`src/rtl/mem_arbiter_if.sv`:
```
// Bus bundle between the arbiter, its data and instruction requesters, and the memory.
// The slave modport is the arbiter's view; the master modport is the requesters and memory.
interface mem_arbiter_if;
  logic [19:1] d_m_addr;
  logic [15:0] d_m_data_out;
  logic        d_m_wr_en;
  logic [1:0]  d_m_bytesel;
  logic        d_m_access;
  logic        d_m_ack;
  logic [15:0] d_m_data_in;

  logic [19:1] i_m_addr;
  logic        i_m_access;
  logic        i_m_ack;
  logic [15:0] i_m_data_in;

  logic [19:1] q_m_addr;
  logic [15:0] q_m_data_out;
  logic        q_m_wr_en;
  logic [1:0]  q_m_bytesel;
  logic        q_m_access;
  logic        q_m_ack;
  logic [15:0] q_m_data_in;

  modport slave (
    input  d_m_addr, d_m_data_out, d_m_wr_en, d_m_bytesel, d_m_access,
    output d_m_ack, d_m_data_in,
    input  i_m_addr, i_m_access,
    output i_m_ack, i_m_data_in,
    output q_m_addr, q_m_data_out, q_m_wr_en, q_m_bytesel, q_m_access,
    input  q_m_ack, q_m_data_in
  );

  modport master (
    output d_m_addr, d_m_data_out, d_m_wr_en, d_m_bytesel, d_m_access,
    input  d_m_ack, d_m_data_in,
    output i_m_addr, i_m_access,
    input  i_m_ack, i_m_data_in,
    input  q_m_addr, q_m_data_out, q_m_wr_en, q_m_bytesel, q_m_access,
    output q_m_ack, q_m_data_in
  );
endinterface

```
`src/rtl/mem_arbiter.sv`:
```
// Two-port (data / instruction) to single-memory arbiter with a one-cycle gap after each grant.
// Define MEM_ARB_ROUND_ROBIN_EN to alternate on ties; default build gives data fixed priority.
module mem_arbiter (
  input logic          clk,
  input logic          reset,
  mem_arbiter_if.slave bus
);

  typedef enum logic [1:0] {StIdle, StData, StInstr, StGap} state_e;

  state_e state_q;
  logic   access_q;
  logic   grant_data;
  logic   grant_instr;

`ifdef MEM_ARB_ROUND_ROBIN_EN
  logic last_instr_q;

  // On a tie the port that did not win last time goes first.
  assign grant_data = bus.d_m_access & (~bus.i_m_access | last_instr_q);

  always_ff @(posedge clk) begin
    if (!reset) begin
      last_instr_q <= 1'b0;
    end else if (state_q == StIdle && (grant_data || grant_instr)) begin
      last_instr_q <= grant_instr;
    end
  end
`else
  assign grant_data = bus.d_m_access;
`endif

  assign grant_instr = bus.i_m_access & ~grant_data;

  // access_q mirrors "state is DATA or INSTR" so the memory request is a plain flop output.
  always_ff @(posedge clk) begin
    if (!reset) begin
      state_q  <= StIdle;
      access_q <= 1'b0;
    end else begin
      unique case (state_q)
        StIdle: begin
          if (grant_data) begin
            state_q  <= StData;
            access_q <= 1'b1;
          end else if (grant_instr) begin
            state_q  <= StInstr;
            access_q <= 1'b1;
          end
        end
        StData, StInstr: begin
          if (bus.q_m_ack) begin
            state_q  <= StGap;
            access_q <= 1'b0;
          end
        end
        default: begin
          state_q  <= StIdle;
          access_q <= 1'b0;
        end
      endcase
    end
  end

  always_comb begin
    bus.q_m_addr     = '0;
    bus.q_m_data_out = '0;
    bus.q_m_wr_en    = 1'b0;
    bus.q_m_bytesel  = 2'b00;
    unique case (state_q)
      StData: begin
        bus.q_m_addr     = bus.d_m_addr;
        bus.q_m_data_out = bus.d_m_data_out;
        bus.q_m_wr_en    = bus.d_m_wr_en;
        bus.q_m_bytesel  = bus.d_m_bytesel;
      end
      StInstr: begin
        bus.q_m_addr    = bus.i_m_addr;
        bus.q_m_bytesel = 2'b11;
      end
      default: ;
    endcase
  end

  assign bus.q_m_access  = access_q;
  assign bus.d_m_ack     = bus.q_m_ack & (state_q == StData);
  assign bus.i_m_ack     = bus.q_m_ack & (state_q == StInstr);
  assign bus.d_m_data_in = bus.q_m_data_in;
  assign bus.i_m_data_in = bus.q_m_data_in;

endmodule

```
`src/flat_wrapper.sv`:
```
// flat-port wrapper written by rule: the top's interface ports become plain ports
module mem_arbiter_flat 
  (clk, reset, bus_d_m_addr, bus_d_m_data_out, bus_d_m_wr_en, bus_d_m_bytesel, bus_d_m_access, bus_d_m_ack, bus_d_m_data_in, bus_i_m_addr, bus_i_m_access, bus_i_m_ack, bus_i_m_data_in, bus_q_m_addr, bus_q_m_data_out, bus_q_m_wr_en, bus_q_m_bytesel, bus_q_m_access, bus_q_m_ack, bus_q_m_data_in);
  mem_arbiter_if bus_i ();
  input logic clk;
  input logic reset;
  input wire logic [$bits(bus_i.d_m_addr)-1:0] bus_d_m_addr;
  input wire logic [$bits(bus_i.d_m_data_out)-1:0] bus_d_m_data_out;
  input wire logic [$bits(bus_i.d_m_wr_en)-1:0] bus_d_m_wr_en;
  input wire logic [$bits(bus_i.d_m_bytesel)-1:0] bus_d_m_bytesel;
  input wire logic [$bits(bus_i.d_m_access)-1:0] bus_d_m_access;
  output wire logic [$bits(bus_i.d_m_ack)-1:0] bus_d_m_ack;
  output wire logic [$bits(bus_i.d_m_data_in)-1:0] bus_d_m_data_in;
  input wire logic [$bits(bus_i.i_m_addr)-1:0] bus_i_m_addr;
  input wire logic [$bits(bus_i.i_m_access)-1:0] bus_i_m_access;
  output wire logic [$bits(bus_i.i_m_ack)-1:0] bus_i_m_ack;
  output wire logic [$bits(bus_i.i_m_data_in)-1:0] bus_i_m_data_in;
  output wire logic [$bits(bus_i.q_m_addr)-1:0] bus_q_m_addr;
  output wire logic [$bits(bus_i.q_m_data_out)-1:0] bus_q_m_data_out;
  output wire logic [$bits(bus_i.q_m_wr_en)-1:0] bus_q_m_wr_en;
  output wire logic [$bits(bus_i.q_m_bytesel)-1:0] bus_q_m_bytesel;
  output wire logic [$bits(bus_i.q_m_access)-1:0] bus_q_m_access;
  input wire logic [$bits(bus_i.q_m_ack)-1:0] bus_q_m_ack;
  input wire logic [$bits(bus_i.q_m_data_in)-1:0] bus_q_m_data_in;
  assign bus_i.d_m_addr = bus_d_m_addr;
  assign bus_i.d_m_data_out = bus_d_m_data_out;
  assign bus_i.d_m_wr_en = bus_d_m_wr_en;
  assign bus_i.d_m_bytesel = bus_d_m_bytesel;
  assign bus_i.d_m_access = bus_d_m_access;
  assign bus_d_m_ack = bus_i.d_m_ack;
  assign bus_d_m_data_in = bus_i.d_m_data_in;
  assign bus_i.i_m_addr = bus_i_m_addr;
  assign bus_i.i_m_access = bus_i_m_access;
  assign bus_i_m_ack = bus_i.i_m_ack;
  assign bus_i_m_data_in = bus_i.i_m_data_in;
  assign bus_q_m_addr = bus_i.q_m_addr;
  assign bus_q_m_data_out = bus_i.q_m_data_out;
  assign bus_q_m_wr_en = bus_i.q_m_wr_en;
  assign bus_q_m_bytesel = bus_i.q_m_bytesel;
  assign bus_q_m_access = bus_i.q_m_access;
  assign bus_i.q_m_ack = bus_q_m_ack;
  assign bus_i.q_m_data_in = bus_q_m_data_in;
  mem_arbiter u_core (.clk(clk), .reset(reset), .bus(bus_i));
endmodule
```
`config.mk`:
```
export PLATFORM = sky130hd
export DESIGN_NAME = mem_arbiter_flat
export DESIGN_NICKNAME = d
export VERILOG_FILES = /design/src/rtl/mem_arbiter_if.sv /design/src/rtl/mem_arbiter.sv /design/src/flat_wrapper.sv
export SDC_FILE = /design/constraint.sdc
export NUM_CORES = 1
export LEC_CHECK = 0
export ABC_CLOCK_PERIOD_IN_PS = 1720
export CAP_MARGIN = 20
export CORE_MARGIN = 2
export CORE_UTILIZATION = 21
export DETAILED_ROUTE_END_ITERATION = 8
export HOLD_SLACK_MARGIN = 0.03
export PLACE_DENSITY_LB_ADDON = 0.3
export SYNTH_ARGS = -nofsm -noshare
export SYNTH_HDL_FRONTEND = slang
export SYNTH_SLANG_ARGS = --single-unit
```
`constraint.sdc`:
```
create_clock -name clk -period 1.72 [get_ports clk]
set_input_delay 0.172 -clock clk [delete_from_list [all_inputs] [get_ports clk]]
set_output_delay 0.172 -clock clk [all_outputs]
set_load 0.01 [all_outputs]
```
==> flow_metrics.env <==
export IMPL_status="complete, no violations"
export IMPL_n_antenna_cell=0
export IMPL_fin_util_pct=45.37
export IMPL_finalClockSkew_ps=0.06602
export IMPL_final_setup_tns_ps=0
export IMPL_vias_per_cell=4.282
export IMPL_drv_slew=0
export IMPL_syn_inst=123
export IMPL_ff2ff_setup_slack_ps=70
export IMPL_cts_tree="yes"
export IMPL_reg2regPathDepth=6
export IMPL_ys_warn_count=0
export IMPL_crit_fanout=5
export IMPL_firstDrtPassIters=4
export IMPL_clock_sinks=3
export IMPL_period_minus_slack_ps=1672
export IMPL_nNetsFinal=281
export IMPL_wire_per_inst_um=12.83
export IMPL_die_h_um=68.86
export IMPL_period_share_pct=97.19
export IMPL_slew_headroom_pct=79.07
export IMPL_syn2layout_area_growth_pct=106.9
export IMPL_synth_distinct_cells=18
export IMPL_synth_area_top_cells="buf_4, nor2b_1, a22oi_1"
export IMPL_min_delay_start="bus_q_m_data_in[10]"
export IMPL_synth_avg_cell_area_sq_um=7.182
export IMPL_overflow=0
export IMPL_place_gp_congestion=0.6675
export IMPL_hold_depth=0
export IMPL_wl_um=3181
export IMPL_antenna_found_initial=0
export IMPL_worstPathRequired_ps=1550
export IMPL_hold_violations=0
export IMPL_drt_iter0_drc=28
export IMPL_r2r_end="u_core.state_q[0]"
export IMPL_synth_nets=205
export IMPL_die_w_um=68.86
export IMPL_worstSkewPairLatency_ps=210
export IMPL_drtAntennaViolNets=0
export IMPL_layout_cells_most_common="clkdlybuf4s50_1"
export IMPL_grt_max_degree=29
export IMPL_yosysSeqAreaShare_pct=6.799
export IMPL_ir_drop_v=0.0006792
export IMPL_die_area_sq_mm=0.004741
export IMPL_postCtsHoldBufs=0
export IMPL_ys_ff_latch=3
export IMPL_timing_rr_start="u_core.state_q[0]"
export IMPL_grt_pass1_vias=933
export IMPL_grt_pass1_wl_um=4471
export IMPL_critPathLaunch="u_core.state_q[0]"
export IMPL_path_cells="inv_2 -> ha_2 -> buf_4 -> a22oi_1 -> nor2b_1 -> dlygate4sd2_1"
export IMPL_dp_cells=244
export IMPL_max_cap_viol_count=0
export IMPL_grt_use_total_pct=12.48
export IMPL_p_leak_uw=0.0007936
export IMPL_placed_cell_area_sq_mm=0.001788
export IMPL_worstMarginPinSlew_ps=313.2
export IMPL_core_sq_mm=0.004029
export IMPL_fin_cells=248
export IMPL_final_cell_mix="clkdlybuf4s50_1, dlygate4sd2_1, nor2b_1"
export IMPL_stdcell_area_sq_mm=0.001828
export IMPL_num_io_pins=151
export IMPL_fmax_mhz=598.2
export IMPL_crit_family="buffers and inverters"
export IMPL_critical_path_class="reg2out"
export IMPL_htree_levels=1
export IMPL_rows=23
export IMPL_path_clk_slew_ps=30
export IMPL_endpoint_kind="output port"
export IMPL_synth_top_area_cell="buf_4"
export IMPL_path_buf_inv=3
export IMPL_crit_slowest_cell="dfxtp_4"
export IMPL_fillers=413
export IMPL_drc=0
export IMPL_whs_endpoint="bus_d_m_data_in[10]"
export IMPL_arrival_ps=1500
export IMPL_crit_path_max_incr_delay_ps=360
export IMPL_hold_class="in2out"
export IMPL_routed_via_count=1062
export IMPL_power_density_mw_per_mm2=979.1
export IMPL_start_util_pct=21.93
export IMPL_clockRootBuffer="clkbuf_8"
export IMPL_cts_buffers_inserted=3
export IMPL_cts_buffer_depth=2
export IMPL_setup_viol=0
export IMPL_worstSetupStartpointType="flop"
export IMPL_drive_above_1_share_pct=18.69
export IMPL_port_buffers=102
export IMPL_dp_hpwl_um=2561
export IMPL_yosysTopAreaCellShare_pct=27.20
export IMPL_synthesis_area_sq_um=883.3
report_power, final:
part           internal (uW)  switching (uW)  leakage [uW]
sequential               104            24.3     0.0000259
combinational            831             627      0.000745
clock                    158            45.0     0.0000228
total                   1090             697      0.000794
worst max path at each step:
| stage | end | slack, ps | depth (start not counted) |
|---|---|---|---|
| after global routing | bus_q_m_addr[8] | -30 | 6 |
| after CTS | bus_q_m_addr[15] | 10 | 5 |
| final | bus_q_m_addr[9] | 50 | 6 |
| after global placement | bus_q_m_addr[11] | -0.3 | 5 |
| after floorplan | u_core.state_q[0] | 200 | 5 |
| after detailed placement | bus_q_m_addr[15] | -50 | 5 |
timing repair:
| action | CTS | global route |
|---|---|---|
| gates resized for setup | 48 | 33 |
| buffers inserted | 0 | 0 |
| cloned | 0 | 0 |
| endpoints found under the setup margin | 41 | 21 |
worst reg2reg max path, stage by stage, from the launching register on:
cell and delay (ps):
dfxtp_4 360, inv_2 60, ha_4 240, buf_4 150, nor2b_4 130, or4b_1 520, o21ai_0 100
metrics by stage:
step	worst slack, ps	hold slack [ps]	power (uW)
after floorplan	200.8	318.3	903.0
after global placement	-0.2790	344.1	1639
after detailed placement	-54.26	344.1	1641
after CTS	12.64	344.1	1773
after global routing	-26.28	344.0	1951
final	48.35	344.0	1790
logic make-up after synthesis:
family                     count (synthesis)  synth area share [%]
and+or+nand+nor                           48                 34.56
DFF                                        3                 6.799
muxes                                      1                 1.133
adders and majority gates                  4                 5.666
AOI/OAI and AO/OA                         25                 20.25
buffers and inverters                     42                 31.59
final cells by class:
| class | instances | area [sq um] | area share, % |
|---|---|---|---|
| inverters | 2 | 7.507 | 0.4107 |
| flip-flops and latches | 3 | 65.06 | 3.559 |
| well taps | 50 | 62.56 | 3.422 |
| multi-input cells | 78 | 606.8 | 33.20 |
| clock buffers | 4 | 45.04 | 2.464 |
| repair buffers | 111 | 1041 | 56.95 |
metal layers:
layer  vias up  track usage, %  part of all wire, %
met5         -               0                    0
met3        12           3.084                   16
li1        528               -                    -
met4         0           6.127                  1.2
met2        58           23.32                   51
met1       464           12.84                   32
registers in the layout, summed over array words and instances (netlist names):
signal and count:
u_core.bus.q_m_access 1, u_core.state_q 2
synth_stat cells:
library cell and instances:
a21oi_1 3, a22oi_1 19, and2_1 19, buf_2 1
buf_4 32, clkbuf_1 7, dfxtp_1 3, ha_1 4
inv_1 2, mux2i_1 1, nand2_1 2, nor2_1 1
nor2b_1 23, nor2b_4 1, nor3b_1 1, o21ai_0 2
o221a_2 1, or4b_1 1
(Power assumes the default switching activity.)
